## src/rtl/nonce_sweeper.sv

```systemverilog
// Schedules header/nonce attempts into the SHA-256d miner over an inclusive, wrapping nonce range.
// Latency: header accept -> SYNC next cycle -> RUN cycle after; one nonce per CYCLES_PER_NONCE clocks.
// Backpressure: header_ready only in IDLE; a found/exhausted result stalls the sweep until result_ack.
module nonce_sweeper #(
    parameter int CYCLES_PER_NONCE = 198
) (
    input  logic         clk,
    input  logic         rst_n,
    input  logic [639:0] header_in,
    input  logic         header_valid,
    output logic         header_ready,
    input  logic [31:0]  start_nonce,
    input  logic [31:0]  end_nonce,
    input  logic         abort,
    input  logic         result_ack,
    output logic [639:0] block_header,
    output logic [31:0]  nonce,
    output logic         miner_reset,
    input  logic         hash_success,
    input  logic [255:0] hash_in,
    output logic         busy,
    output logic         found,
    output logic [31:0]  found_nonce,
    output logic [255:0] found_hash,
    output logic         exhausted
);

    localparam int CW = (CYCLES_PER_NONCE > 2) ? $clog2(CYCLES_PER_NONCE) : 1;
    localparam logic [CW-1:0] LAST_CNT = CW'(CYCLES_PER_NONCE - 1);

    typedef enum logic [2:0] {
        IDLE  = 3'd0,
        SYNC  = 3'd1,
        RUN   = 3'd2,
        FOUND = 3'd3,
        DONE  = 3'd4
    } state_t;

    state_t        state;
    logic [CW-1:0] cnt;
    logic [31:0]   end_q;
    logic          exhausted_q;

    // Status outputs are pure decodes of the state register, so they never glitch.
    assign header_ready = (state == IDLE);
    assign busy         = (state == SYNC) || (state == RUN);
    assign miner_reset  = (state == SYNC);
    assign found        = (state == FOUND);
    assign exhausted    = exhausted_q;

    always_ff @(posedge clk or negedge rst_n) begin
        if (!rst_n) begin
            state        <= IDLE;
            cnt          <= '0;
            end_q        <= '0;
            nonce        <= '0;
            block_header <= '0;
            found_nonce  <= '0;
            found_hash   <= '0;
            exhausted_q  <= 1'b0;
        end else if (abort && state != IDLE) begin
            state       <= IDLE;
            exhausted_q <= 1'b0;
        end else begin
            case (state)
                IDLE: begin
                    if (header_valid) begin
                        block_header <= header_in;
                        nonce        <= start_nonce;
                        end_q        <= end_nonce;
                        state        <= SYNC;
                    end
                end
                SYNC: begin
                    cnt   <= '0;
                    state <= RUN;
                end
                RUN: begin
                    // A hit wins over the end-of-attempt decision on the same cycle.
                    if (hash_success) begin
                        found_nonce <= nonce;
                        found_hash  <= hash_in;
                        state       <= FOUND;
                    end else if (cnt == LAST_CNT) begin
                        if (nonce == end_q) begin
                            exhausted_q <= 1'b1;
                            state       <= DONE;
                        end else begin
                            nonce <= nonce + 32'd1;
                            cnt   <= '0;
                        end
                    end else begin
                        cnt <= cnt + CW'(1);
                    end
                end
                FOUND: begin
                    // Miner free-ran while we waited, so resume through SYNC to realign it.
                    if (result_ack) begin
                        if (nonce == end_q) begin
                            exhausted_q <= 1'b0;
                            state       <= DONE;
                        end else begin
                            nonce <= nonce + 32'd1;
                            state <= SYNC;
                        end
                    end
                end
                DONE: begin
                    if (result_ack) begin
                        exhausted_q <= 1'b0;
                        state       <= IDLE;
                    end
                end
                default: state <= IDLE;
            endcase
        end
    end

endmodule

```

## config.mk

```make
export PLATFORM = sky130hd
export DESIGN_NAME = nonce_sweeper
export DESIGN_NICKNAME = d
export VERILOG_FILES = /design/src/rtl/nonce_sweeper.sv
export SDC_FILE = /design/constraint.sdc
export NUM_CORES = 1
export LEC_CHECK = 0
export CAP_MARGIN = 10
export CELL_PAD_IN_SITES_DETAIL_PLACEMENT = 2
export CELL_PAD_IN_SITES_GLOBAL_PLACEMENT = 2
export CORE_AREA = 5 5 743 745
export CTS_CLUSTER_DIAMETER = 50
export DETAILED_ROUTE_END_ITERATION = 7
export DIE_AREA = 0 0 748 750
export GPL_TIMING_DRIVEN = 0
export PLACE_DENSITY_LB_ADDON = 0.1
export SKIP_LAST_GASP = 1
export SYNTH_ARGS = -nofsm -noshare
export SYNTH_HDL_FRONTEND = slang
export SYNTH_SLANG_ARGS = --single-unit
```

## constraint.sdc

```tcl
create_clock -name clk -period 5.9 [get_ports clk]
set_input_delay 0.885 -clock clk [delete_from_list [all_inputs] [get_ports clk]]
set_output_delay 0.885 -clock clk [all_outputs]
set_load 0.05 [all_outputs]
```

==> flow_summary.yaml, run 1 <==
setup_path:
  path_max_fanout: 10
  required_ps: 5020
  worst_ep_arrival_time_ps: 4420
  cp-start-kind: "flip-flop"
  endpoint_kind: "primary output"
  path_class: "flip-flop to primary output"
cells_and_area:
  fin_util: 0.1455
  drive_gt1_frac: 0.1524
  regArea_mm2: 0.02512
  final-instance-count-excl-fill: 13710
  multi_input_area_mm2: 0.01306
  final_cell_mix: "nand2_1, clkdlybuf4s50_1, dfrtp_1"
  final_nets: 7120
  fillers: 62290
  layout_commonest_cell: "nand2_1"
  design_area_mm2: 0.07916
  syn_to_final_growth_pct: 101.8
yosys:
  async_flop_share: 1.000
  avgSynthCellArea_um2: 10.12
  synth_edf_count: 0
  synth.largest_area_cell: "dfrtp_1"
  yosys_warnings: 0
  yosys.area.top_type_share: 0.6403
  ys_seq_area_frac: 0.6403
  synth_fp_nets: 4848
  synthesis.area_mm2: 0.03924
  synth_area_leaders: "dfrtp_1, nand2_1, mux2_2"
  syn_inst: 3879
  synth_ff_type: "dfrtp_1"
  synth_cell_type_count: 62
  ys_ff_latch: 1004
clock_network:
  cts_buffer_depth: 4
  root_buffer: "clkbuf_16"
  postCtsSetupRepairBufs: 0
  cts_tree: "done"
  cts_hold_buf: 1
  cts_sinks: 1004
  cts_buffers: 318
  cts_resized: 0
  clk-insertion-delay-late_ps: 940
  clkTransAtPathRegs_ps: 40
  htree_levels: 5
placement:
  gp_congestion: 0.8822
  port_buffers: 1929
  dp_cells: 13060
  place_area_mm2: 0.06812
  hpwl_um: 351000
drt:
  drt-met1-wl_um: 127900
  drt-initial-drc-count: 1454
  vias_per_cell: 2.926
  wirelength_um: 415200
  drc: 0
  wl_per_cell_um: 30.29
  vias: 40100
  dr.pass1.iters: 4
  top_layer: "met5"
  routed-wl-met2_um: 221700
  postRouteAntennaNets: 0
  route.met3.wl_um: 52730
pwr:
  power_mw: 59.64
  cellLeakagePower_nw: 33.97
  seq_power_share: 0.211
  power_density_mw_per_mm2: 753.4
  p_clk_frac: 0.296
  sw_frac_of_total: 0.4899
  ir_worst_vdd_mv: 0.2349
  p_switching_mw: 29.22
  internal_power_mw: 30.42
  combPwrFrac: 0.493
outcome:
  status: "complete, no violations"
timing:
  max_slew.worst_pin.slew_ps: 1335
  setup_viol: 0
  fin_crit_sh: 0.8993
  fin_setup_tns_ps: 0
  clock_skew_ps: 64.34
  maxSlewHeadroom: 0.1070
  slew_viol_final: 0
  rsz0062_at_grt: "false"
  hold_viol: 0
  fmax_ghz: 0.1885
  period_minus_slack_ps: 5306
grt:
  gr-total-overflow: 0
  track_usage: 0.1428
  grt_pass1_vias: 44850
  antenna_found_initial: 367
  grt_max_degree: 138
  grt_pass1_wl_um: 520600
floorplanning:
  fp.dieW_um: 748
  coreArea_mm2: 0.5439
  start_util: 0.07214
  design.die.area_mm2: 0.5610
  rows: 271
  chipHeight_um: 750
  ios: 1931
hold_path:
  hold_class: "flip-flop to flip-flop"
flow_run:
  cap_violations: 0
worst paths after layout:
path	startpoint	endpoint	slack [ps]	cells after the start
max	state[1]	found	590	7
min	block_header[220]	block_header[220]	470	2
max reg2reg	state[1]	block_header[200]	2300	11
min reg2reg	block_header[220]	block_header[220]	470	2
max in group asynchronous	rst_n	found_hash[97]	2780	5
min in group asynchronous	rst_n	block_header[413]	590	2
metrics by stage:
step	hold slack [ps]	setup WS, ps
detailed placement	462.9	1109
global placement	461.8	-57280
finish	468.2	594.1
CTS	306.6	156.4
floorplan	465.5	2537
global route	382.3	216.8
synth_stat cells, drive strengths merged, types with 3 or more instances:
| cell type | instances |
|---|---|
| nor4 | 11 |
| and4 | 4 |
| buf | 123 |
| mux2 | 287 |
| o21ai | 24 |
| nor3b | 3 |
| a31oi | 8 |
| or3 | 7 |
| xor2 | 32 |
| nor3 | 24 |
| dfrtp | 1004 |
| a2bb2oi | 4 |
| a311o | 5 |
| nand3 | 20 |
| nand4 | 13 |
| ha | 3 |
| o22ai | 6 |
| inv | 7 |
| nand2b | 13 |
| and3 | 14 |
| clkbuf | 91 |
| o22a | 3 |
| o221a | 3 |
| o2111ai | 3 |
| nor2 | 35 |
| a22oi | 3 |
| a211oi | 8 |
| nand2 | 2055 |
| a21oi | 16 |
| and2 | 13 |
| a311oi | 9 |
flip-flops by register name, indices dropped and copies added, names as in the netlist:
name and flops:
nonce 32, state 3, exhausted 1, found_hash 256, cnt 8, found_nonce 32, end_q 32, block_header 640
layer usage:
metal,track usage,vias to the layer above
met4,0.03342,178
met1,0.1254,19660
met2,0.2746,2176
met3,0.08403,989
li1,-,17100
met5,0,-
area by class of cell:
cell class	instances	area share
sequential	1004	0.3174
timing repair buffer	1952	0.2506
multi-input combinational	2654	0.1650
clock buffer	443	0.1164
tap	7234	0.1143
clock inverter	129	0.02069
buffer	214	0.01307
antenna	70	0.002213
inverter	7	0.0003319
kinds of logic after synthesis:
kind of cell / count (synthesis) / share of synthesized area
AO/OA/AOI/OAI: 111 / 0.02114
flip-flops: 1004 / 0.6403
adder cells (fa/ha/maj): 3 / 0.0009568
multiplexers: 289 / 0.08288
AND/OR/NAND/NOR: 2219 / 0.2207
buffers and inverters: 221 / 0.02685
XOR/XNOR: 32 / 0.007143
worst max-delay path: stages, from the launching register on:
cell and delay [ps]:
dfrtp_1 310, buf_2 210, nor2b_1 150, buf_2 270, clkbuf_1 510, buf_1 740
and2_1 270, clkdlybuf4s50_1 1040
power by group through the flow:
stage,combinational (mW),clock [mW],sequential (mW)
2_1_floorplan,5.19,0,22.8
3_3_place_gp,30.1,0,12.9
3_5_place_dp,30.3,0,12.8
4_1_cts,30.4,18.4,12.8
5_1_grt,31.3,18.6,13.1
6_report,29.4,17.6,12.6
(Power assumes the default switching activity.)
==> inputs of run 2 (changes only) <==
--- a/config.mk
+++ b/config.mk
@@ -5,6 +5,7 @@
 export SDC_FILE = /design/constraint.sdc
 export NUM_CORES = 1
 export LEC_CHECK = 0
+export ABC_CLOCK_PERIOD_IN_PS = 5900
 export CAP_MARGIN = 10
 export CELL_PAD_IN_SITES_DETAIL_PLACEMENT = 2
 export CELL_PAD_IN_SITES_GLOBAL_PLACEMENT = 2
==> results of run 2 <==
No change in the layout: final DEF, timing and power equal those of run 1.
==> inputs of run 3 (changes only) <==
--- a/config.mk
+++ b/config.mk
@@ -5,7 +5,7 @@
 export SDC_FILE = /design/constraint.sdc
 export NUM_CORES = 1
 export LEC_CHECK = 0
-export ABC_CLOCK_PERIOD_IN_PS = 5900
+export ABC_CLOCK_PERIOD_IN_PS = 6880
 export CAP_MARGIN = 10
 export CELL_PAD_IN_SITES_DETAIL_PLACEMENT = 2
 export CELL_PAD_IN_SITES_GLOBAL_PLACEMENT = 2
@@ -16,6 +16,7 @@
 export GPL_TIMING_DRIVEN = 0
 export PLACE_DENSITY_LB_ADDON = 0.1
 export SKIP_LAST_GASP = 1
+export SLEW_MARGIN = 30
 export SYNTH_ARGS = -nofsm -noshare
 export SYNTH_HDL_FRONTEND = slang
 export SYNTH_SLANG_ARGS = --single-unit
==> constraint.sdc (replaced) <==
create_clock -name clk -period 6.88 [get_ports clk]
set_input_delay 1.032 -clock clk [delete_from_list [all_inputs] [get_ports clk]]
set_output_delay 1.032 -clock clk [all_outputs]
set_load 0.05 [all_outputs]
==> run 3 against run 2 <==
Combinational power is 15% lower. Final area shrank 0.81%. Final cell count fell by 0.20%. Flip-flop and latch count unchanged. Count of clock-buffer cells in the layout decreased by 4. Clock skew is 4.1 ps lower. Worst setup slack better by 690 ps. Critical path type unchanged. Largest cell class unchanged.
==> flow_summary.yaml, run 3 (synthesized netlist as in run 1, its figures left out) <==
timing:
  hold_viol: 0
  setup_viol: 0
  fin_setup_tns_ps: 0
  fin_crit_sh: 0.8138
  max_slew.worst_pin.slew_ps: 1016
  maxSlewHeadroom: 0.3204
  fmax_ghz: 0.1786
  period_minus_slack_ps: 5599
  slew_viol_final: 0
  rsz0062_at_grt: "false"
  clock_skew_ps: 60.26
floorplanning:
  chipHeight_um: 750
  ios: 1931
  rows: 271
  design.die.area_mm2: 0.5610
  fp.dieW_um: 748
  start_util: 0.07214
  coreArea_mm2: 0.5439
cells_and_area:
  final_nets: 7105
  syn_to_final_growth_pct: 100.1
  largest_reg_flops: 640
  drive_gt1_frac: 0.1548
  regArea_mm2: 0.02512
  final_cell_mix: "nand2_1, clkdlybuf4s50_1, dfrtp_1"
  layout_commonest_cell: "nand2_1"
  fillers: 62210
  multi_input_area_mm2: 0.01306
  largest-register: "block_header"
  top_regs: "block_header (640), found_hash (256)"
  design_area_mm2: 0.07852
setup_path:
  endpoint_kind: "primary output"
  path_max_fanout: 10
  required_ps: 5850
  worstSetupStartpoint: "state[1]"
  worst_ep_arrival_time_ps: 4570
  cp-start-kind: "flip-flop"
  path_class: "flip-flop to primary output"
  rr_startpoint: "state[1]"
drt:
  wirelength_um: 415100
  dr.pass1.iters: 4
  vias: 40000
  drc: 0
  vias_per_cell: 2.924
  drt-initial-drc-count: 1682
  wl_per_cell_um: 30.34
  postRouteAntennaNets: 0
clock_network:
  cts_sinks: 1004
  clk-insertion-delay-late_ps: 930
  cts_buffers: 310
  htree_levels: 5
  cts_buffer_depth: 4
  cts_tree: "done"
  root_buffer: "clkbuf_16"
  clkTransAtPathRegs_ps: 40
  postCtsSetupRepairBufs: 0
grt:
  gr-total-overflow: 0
  grt_pass1_vias: 44460
  grt_max_degree: 96
  grt_pass1_wl_um: 519900
  track_usage: 0.1429
  antenna_found_initial: 372
outcome:
  status: "complete, no violations"
placement:
  port_buffers: 1929
  place_area_mm2: 0.06786
  hpwl_um: 352500
  gp_congestion: 0.8822
pwr:
  ir_worst_vdd_mv: 0.1897
  power_density_mw_per_mm2: 644.2
  cellLeakagePower_nw: 33.78
hold_path:
  hold_class: "flip-flop to flip-flop"
  worstHoldStart: "block_header[220]"
flow_run:
  cap_violations: 0
-- run 3: changes by cell type in the layout (fill, tap and decap cells not counted), moves of 5 or more --
cell	before	now
clkbuf_1	138	148
diode_2	70	64
buf_2	101	143
clkbuf_2	3	8
buf_12	11	3
clkdlybuf4s50_1	1928	1885
clkinv_2	73	58
clkbuf_16	322	314
clkbuf_8	70	57
-- run 3: area by class of cell --
type / instances / share of cell area
inverters: 7 / 0.0003346
multi-input cells: 2654 / 0.1664
clock buffers: 439 / 0.1133
flip-flops and latches: 1004 / 0.3200
clock inverters: 119 / 0.02078
plain buffers: 214 / 0.01339
well taps: 7234 / 0.1153
repair buffers: 1945 / 0.2485
diodes: 64 / 0.002040
-- run 3: per-stage QoR --
| stage | setup slack (ps) | power, mW | hold slack, ps | utilization | cells |
|---|---|---|---|---|---|
| final | 1281 | 50.58 | 469.0 | 0.1444 | 13680 |
| after global routing | 1044 | 53.46 | 483.8 | 0.1442 | 13650 |
| after CTS | 1011 | 52.24 | 462.8 | 0.1442 | 13620 |
| after detailed placement | 1914 | 36.81 | 462.8 | 0.1248 | 13060 |
| after global placement | -56450 | 36.91 | 461.8 | 0.1243 | 13040 |
| after floorplan | 3370 | 23.97 | 465.5 | - | 3879 |
-- run 3: worst max-delay path, cell delays in order (launching register included) --
cell,delay [ps]
dfrtp_1,310
buf_2,210
nor2b_1,150
buf_2,280
clkbuf_1,510
buf_1,790
and2_1,280
clkdlybuf4s50_1,1100
-- run 3: worst paths after layout --
path / to / slack, ps / depth (start not counted)
hold reg to reg: block_header[220] / 470 / 2
min in group asynchronous: block_header[423] / 650 / 2
setup reg to reg: block_header[200] / 3310 / 11
max in group asynchronous: found_hash[81] / 3680 / 6
hold / removal: block_header[220] / 470 / 2
setup / recovery: found / 1280 / 7
-- run 3: per-layer routing --
layer / wire length [um] / up-vias / part of all wire / GRT usage
met5: 1009 / - / 0.0024 / 0
met3: 52000 / 970 / 0.13 / 0.08224
met1: 128900 / 19630 / 0.31 / 0.1270
met4: 11940 / 154 / 0.029 / 0.02945
met2: 221300 / 2173 / 0.53 / 0.2761
li1: - / 17070 / - / -
-- run 3: repair_timing --
action | 4_1_cts | 5_1_grt
resized for setup | 0 | 0
setup endpoints to repair | 0 | 0
hold endpoints to repair | 28 | 0
hold buffers | 1 | 0
-- run 3: power breakdown --
group	internal, mW	switching, mW	leakage (nW)
logic	6.96	18.0	16.2
clock network	9.98	4.78	5.17
registers	8.73	2.09	12.4
